## config.mk

```make
export PLATFORM = sky130hd
export DESIGN_NAME = contadores_param_flat
export DESIGN_NICKNAME = d
export VERILOG_FILES = /design/src/rtl/contadores_param_if.sv /design/src/rtl/contadores_param.sv /design/src/flat_wrapper.sv
export SDC_FILE = /design/constraint.sdc
export NUM_CORES = 1
export LEC_CHECK = 0
export ABC_AREA = 0
export CAP_MARGIN = 25
export CORE_ASPECT_RATIO = 1.4
export CORE_MARGIN = 1
export CORE_UTILIZATION = 43
export DETAILED_ROUTE_END_ITERATION = 7
export GPL_TIMING_DRIVEN = 0
export PLACE_DENSITY = 0.68
export SLEW_MARGIN = 20
export SYNTH_ARGS = -nofsm -noshare
export SYNTH_HDL_FRONTEND = slang
export SYNTH_HIERARCHICAL = 1
export SYNTH_SLANG_ARGS = --single-unit
```

## constraint.sdc

```tcl
create_clock -name clk -period 3 [get_ports clk]
set_clock_uncertainty 0.1 [all_clocks]
set_input_delay 0.6 -clock clk [delete_from_list [all_inputs] [get_ports clk]]
set_output_delay 0.6 -clock clk [all_outputs]
set_load 0.01 [all_outputs]
```

## src/rtl/contadores_param_if.sv

```systemverilog
// Bus bundle for the pop-counter bank: pop strobes, read request/index in, read result and flags out.
interface contadores_param_if #(
  parameter int NUM_CH = 5,
  parameter int CNT_W  = 5,
  parameter int IDX_W  = 3
) ();
  logic [NUM_CH-1:0] pop;
  logic              req;
  logic              clr_rd;
  logic [IDX_W-1:0]  idx;
  logic              valid;
  logic [CNT_W-1:0]  data_out;
  logic              idx_err;
  logic [NUM_CH-1:0] ovf;

  modport master (output pop, req, clr_rd, idx, input valid, data_out, idx_err, ovf);
  modport slave  (input pop, req, clr_rd, idx, output valid, data_out, idx_err, ovf);
endinterface

```

## src/rtl/contadores_param.sv

```systemverilog
// Parametrised pop-counter bank with indexed read and read-with-clear.
// Optional macro CNT_SATURATE_EN: counters saturate at all-ones instead of wrapping.
module contadores_param_lane #(
  parameter int CNT_W = 5
) (
  input  logic             clk,
  input  logic             reset,
  input  logic             run_i,
  input  logic             pop_i,
  input  logic             clr_i,
  output logic [CNT_W-1:0] cnt_o,
  output logic             ovf_o
);
  logic [CNT_W-1:0] cnt_q, cnt_d;
  logic             ovf_q, ovf_d;
  logic             at_max;

  assign at_max = &cnt_q;

  always_comb begin
    cnt_d = cnt_q;
    ovf_d = ovf_q;
    if (run_i) begin
      if (clr_i) begin
        // A pop landing on the clearing edge still counts
        cnt_d = pop_i ? CNT_W'(1) : '0;
        ovf_d = 1'b0;
      end else if (pop_i) begin
`ifdef CNT_SATURATE_EN
        cnt_d = at_max ? cnt_q : cnt_q + CNT_W'(1);
`else
        cnt_d = cnt_q + CNT_W'(1);
`endif
      end
      if (pop_i && at_max) ovf_d = 1'b1;
    end
  end

  always_ff @(posedge clk) begin
    if (reset) begin
      cnt_q <= '0;
      ovf_q <= 1'b0;
    end else begin
      cnt_q <= cnt_d;
      ovf_q <= ovf_d;
    end
  end

  assign cnt_o = cnt_q;
  assign ovf_o = ovf_q;
endmodule

module contadores_param #(
  parameter int NUM_CH = 5,
  parameter int CNT_W  = 5,
  parameter int IDX_W  = 3
) (
  input logic               clk,
  input logic               reset,
  contadores_param_if.slave bus
);
  typedef enum logic [1:0] {IDLE = 2'd0, RUN = 2'd1} state_t;

  state_t                        state_q, state_d;
  logic                          run;
  logic [NUM_CH-1:0][CNT_W-1:0]  cnt;
  logic [NUM_CH-1:0]             ovf;
  logic [NUM_CH-1:0]             clr_sel;
  logic                          idx_ok;
  logic [CNT_W-1:0]              rd_val;
  logic                          valid_q, valid_d;
  logic                          err_q, err_d;
  logic [CNT_W-1:0]              data_q, data_d;

  always_ff @(posedge clk) begin
    if (reset) state_q <= IDLE;
    else       state_q <= state_d;
  end

  always_comb begin
    state_d = state_q;
    case (state_q)
      IDLE:    state_d = RUN;
      RUN:     state_d = RUN;
      default: state_d = IDLE;
    endcase
  end

  always_comb begin
    run = (state_q == RUN);
  end

  assign idx_ok = ({1'b0, bus.idx} < (IDX_W+1)'(NUM_CH));

  always_comb begin
    rd_val  = '0;
    clr_sel = '0;
    for (int i = 0; i < NUM_CH; i++) begin
      if (bus.idx == IDX_W'(i)) begin
        rd_val     = cnt[i];
        clr_sel[i] = run && bus.req && bus.clr_rd;
      end
    end
  end

  for (genvar g = 0; g < NUM_CH; g++) begin : g_lane
    contadores_param_lane #(.CNT_W(CNT_W)) u_lane (
      .clk   (clk),
      .reset (reset),
      .run_i (run),
      .pop_i (bus.pop[g]),
      .clr_i (clr_sel[g]),
      .cnt_o (cnt[g]),
      .ovf_o (ovf[g])
    );
  end

  always_comb begin
    valid_d = 1'b0;
    err_d   = 1'b0;
    data_d  = data_q;
    if (run && bus.req) begin
      if (idx_ok) begin
        valid_d = 1'b1;
        data_d  = rd_val;
      end else begin
        err_d = 1'b1;
      end
    end
  end

  always_ff @(posedge clk) begin
    if (reset) begin
      valid_q <= 1'b0;
      err_q   <= 1'b0;
      data_q  <= '0;
    end else begin
      valid_q <= valid_d;
      err_q   <= err_d;
      data_q  <= data_d;
    end
  end

  assign bus.valid    = valid_q;
  assign bus.idx_err  = err_q;
  assign bus.data_out = data_q;
  assign bus.ovf      = ovf;
endmodule

```

## src/flat_wrapper.sv

```systemverilog
// flat-port wrapper written by rule: the top's interface ports become plain ports
module contadores_param_flat 
#(
  parameter int NUM_CH = 5,
  parameter int CNT_W  = 5,
  parameter int IDX_W  = 3
)
  (clk, reset, bus_pop, bus_req, bus_clr_rd, bus_idx, bus_valid, bus_data_out, bus_idx_err, bus_ovf);
  contadores_param_if #(.NUM_CH(NUM_CH), .CNT_W(CNT_W), .IDX_W(IDX_W)) bus_i ();
  input logic clk;
  input logic reset;
  input wire logic [$bits(bus_i.pop)-1:0] bus_pop;
  input wire logic [$bits(bus_i.req)-1:0] bus_req;
  input wire logic [$bits(bus_i.clr_rd)-1:0] bus_clr_rd;
  input wire logic [$bits(bus_i.idx)-1:0] bus_idx;
  output wire logic [$bits(bus_i.valid)-1:0] bus_valid;
  output wire logic [$bits(bus_i.data_out)-1:0] bus_data_out;
  output wire logic [$bits(bus_i.idx_err)-1:0] bus_idx_err;
  output wire logic [$bits(bus_i.ovf)-1:0] bus_ovf;
  assign bus_i.pop = bus_pop;
  assign bus_i.req = bus_req;
  assign bus_i.clr_rd = bus_clr_rd;
  assign bus_i.idx = bus_idx;
  assign bus_valid = bus_i.valid;
  assign bus_data_out = bus_i.data_out;
  assign bus_idx_err = bus_i.idx_err;
  assign bus_ovf = bus_i.ovf;
  contadores_param #(.NUM_CH(NUM_CH), .CNT_W(CNT_W), .IDX_W(IDX_W)) u_core (.clk(clk), .reset(reset), .bus(bus_i));
endmodule
```

==> impl_metrics.json <==
{
  "status": "completed",
  "clk_pin_slew_ns": 0.08,
  "die_y_um": 82.5,
  "synth_ff_type": "dfxtp_1",
  "post-place-ws_ns": -0.144,
  "fp.dieArea_mm2": 0.00491,
  "cp-start-kind": "input port",
  "top_layer_used": "met4",
  "hold_start": "u_core/bus.data_out[3]",
  "num_rows": 28,
  "drive_above_1_share_pct": 15.2,
  "first_iter_violations": 66,
  "fin_ws_ns": 0.254,
  "fmax_mhz": 364,
  "cp_slowest_cell": "nor4_1",
  "hp-class": "flop to flop",
  "clkSinkCount": 38,
  "crit_chain": "clkdlybuf4s50_1 > buf_6 > nor4_1 > o21ai_0 > a22oi_1 > nor2_1",
  "synthTopCellsByArea": "dfxtp_1, ha_1, a22oi_1, nand2_1, o21ai_0",
  "vias": 1855,
  "p_leak_nw": 0.920,
  "met2_length_mm": 2.32,
  "crit_buf_inv": 2,
  "gp_congestion": 0.809,
  "crit_fanout": 10,
  "first_global_vias": 1652,
  "critical_path.startpoint": "bus_idx[2]",
  "synthArstFlopShare_pct": 0,
  "setup_viol": 0,
  "postSynthAreaPerCell_um2": 8.85,
  "finalSetupTns_ns": 0,
  "path_delay_family": "simple AND/OR/NAND/NOR gates",
  "placed_cell_area_mm2": 0.00232,
  "fillers": 426,
  "worstMarginPinSlew_ns": 0.912,
  "rsz0062_at_grt": "false",
  "netlist_instances": 225,
  "cts.path.max_buffers": 2,
  "cts_made_buffers": 5,
  "antenna_found_initial": 0,
  "coreArea_mm2": 0.00434,
  "seq_area_frac_synth_pct": 38.2,
  "synth-seq-cells": 38,
  "ys.warnings.count": 6,
  "drc": 0,
  "synth_common_cells": "dfxtp_1, nand2_1, nor2_1",
  "multi_input_area_mm2": 0.00118,
  "die_x_um": 59.5,
  "yosysMostFrequentCell": "dfxtp_1",
  "wl_per_cell_um": 14.6,
  "cp.arrival_ns": 2.80,
  "htree_levels": 2,
  "cts_resized": 0,
  "root_buffer": "clkbuf_8",
  "met1_length_mm": 2.09,
  "critPathKind": "input port to flop",
  "slew_headroom_pct": 38.7,
  "track_usage_pct": 20.5,
  "min_period_ns": 2.75,
  "ir_worst_vdd_uv": 255,
  "final_util_pct": 55.6,
  "io_pins": 24,
  "rr_startpoint": "u_core/state_q[0]",
  "whs_ns": 0.376,
  "syn-num-nets": 247,
  "synth_top_area_share_pct": 38.2,
  "fin_nets": 278,
  "portBuffers": 23,
  "vias_per_cell": 5.85,
  "grt_pass1_wl_mm": 7.59,
  "wirelength_mm": 4.62,
  "finalNonFillerCells": 317,
  "antenna_left": 0,
  "critPathRequiredTime_ns": 3.05,
  "cap_violations": 0,
  "cts_setup_buffers": 0,
  "dp_hpwl_mm": 3.24,
  "drv_slew": 0,
  "netlist_area_mm2": 0.00199,
  "end_kind": "flop",
  "first_pass_iters": 4,
  "fin_crit_sh_pct": 91.5,
  "dr_wl_met3_um": 157,
  "slowest_delay_ns": 0.75,
  "clock_latency_ns": 0.29,
  "final_area_mm2": 0.00242,
  "grt_max_degree": 35,
  "initial_core_util_pct": 45.9,
  "synth_edf_count": 0,
  "seq_area_um2": 761,
  "cts_tree": "done",
  "cts_hold_buffers": 0,
  "syn2layout_area_growth_pct": 21.4,
  "fin_total_pwr_mw": 1.00,
  "gr-total-overflow": 0,
  "power.density_mw_per_mm2": 415,
  "synth.distinct_cells": 32,
  "dp_cells": 309,
  "synth_area_leader_cell": "dfxtp_1",
  "finalHoldViolCount": 0,
  "diodes": 0
}
==> registers in the layout, summed over array words and instances (netlist names) <==
signal                      count
u_core/g_lane.u_lane/cnt_o     25
u_core/bus.data_out             5
u_core/g_lane.u_lane/ovf_o      5
u_core/bus.idx_err              1
u_core/bus.valid                1
u_core/state_q                  1
==> layout by cell type (no fill, tap or decap), types with 3 or more instances in the layout <==
| cell type | instances |
|---|---|
| a22oi_1 | 15 |
| nand3_1 | 6 |
| and3b_2 | 5 |
| o21ai_0 | 19 |
| nand3b_1 | 5 |
| a32o_1 | 5 |
| clkdlybuf4s50_1 | 22 |
| or4_1 | 5 |
| inv_2 | 5 |
| a32oi_1 | 5 |
| mux2_2 | 6 |
| nand4_1 | 5 |
| a41oi_1 | 5 |
| and3_1 | 5 |
| dfxtp_1 | 38 |
| nor2_1 | 24 |
| clkbuf_8 | 6 |
| a21oi_1 | 15 |
| ha_1 | 10 |
| nand2_1 | 28 |
| buf_6 | 3 |
| mux2_4 | 4 |
==> final cells by class <==
type	instances	share of cell area [%]
flip-flops and latches	38	31.5
plain buffers	3	1.40
inverters	6	0.932
well taps	60	3.11
clock buffers	7	3.57
repair buffers	24	10.5
clock inverters	1	0.207
multi-input cells	178	48.9
==> cell families (layout without fill, tap and decap cells) <==
family | count (synthesis) | after routing | synth area share [%]
buf+inv | 9 | 41 | 2.83
mux | 10 | 10 | 6.41
fa+ha+maj | 10 | 10 | 6.28
simple gates | 91 | 91 | 23.9
compound gates | 67 | 67 | 22.4
flops | 38 | 38 | 38.2
==> worst paths after layout <==
check | end | slack (ns) | cells past startpoint
worst min register to register | u_core/bus.data_out[3] | 0.38 | 1
worst min-delay path | u_core/bus.data_out[3] | 0.38 | 1
worst max-delay path | u_core/g_lane[0].u_lane/cnt_o[0] | 0.25 | 6
worst max register to register | u_core/g_lane[0].u_lane/cnt_o[0] | 0.35 | 5
==> metal layers <==
metal | vias up | global-route usage, %
met3 | 5 | 3.74
met5 | - | 0
li1 | 921 | -
met2 | 40 | 37.4
met4 | 0 | 7.44
met1 | 889 | 23.5
==> power by group <==
part           total [mW]  switching [mW]  internal (mW)
combinational       0.110          0.0587         0.0509
clock               0.365           0.179          0.185
sequential          0.528          0.0148          0.513
total                1.00           0.253          0.750
No activity file was read; power rests on OpenSTA's default activity.
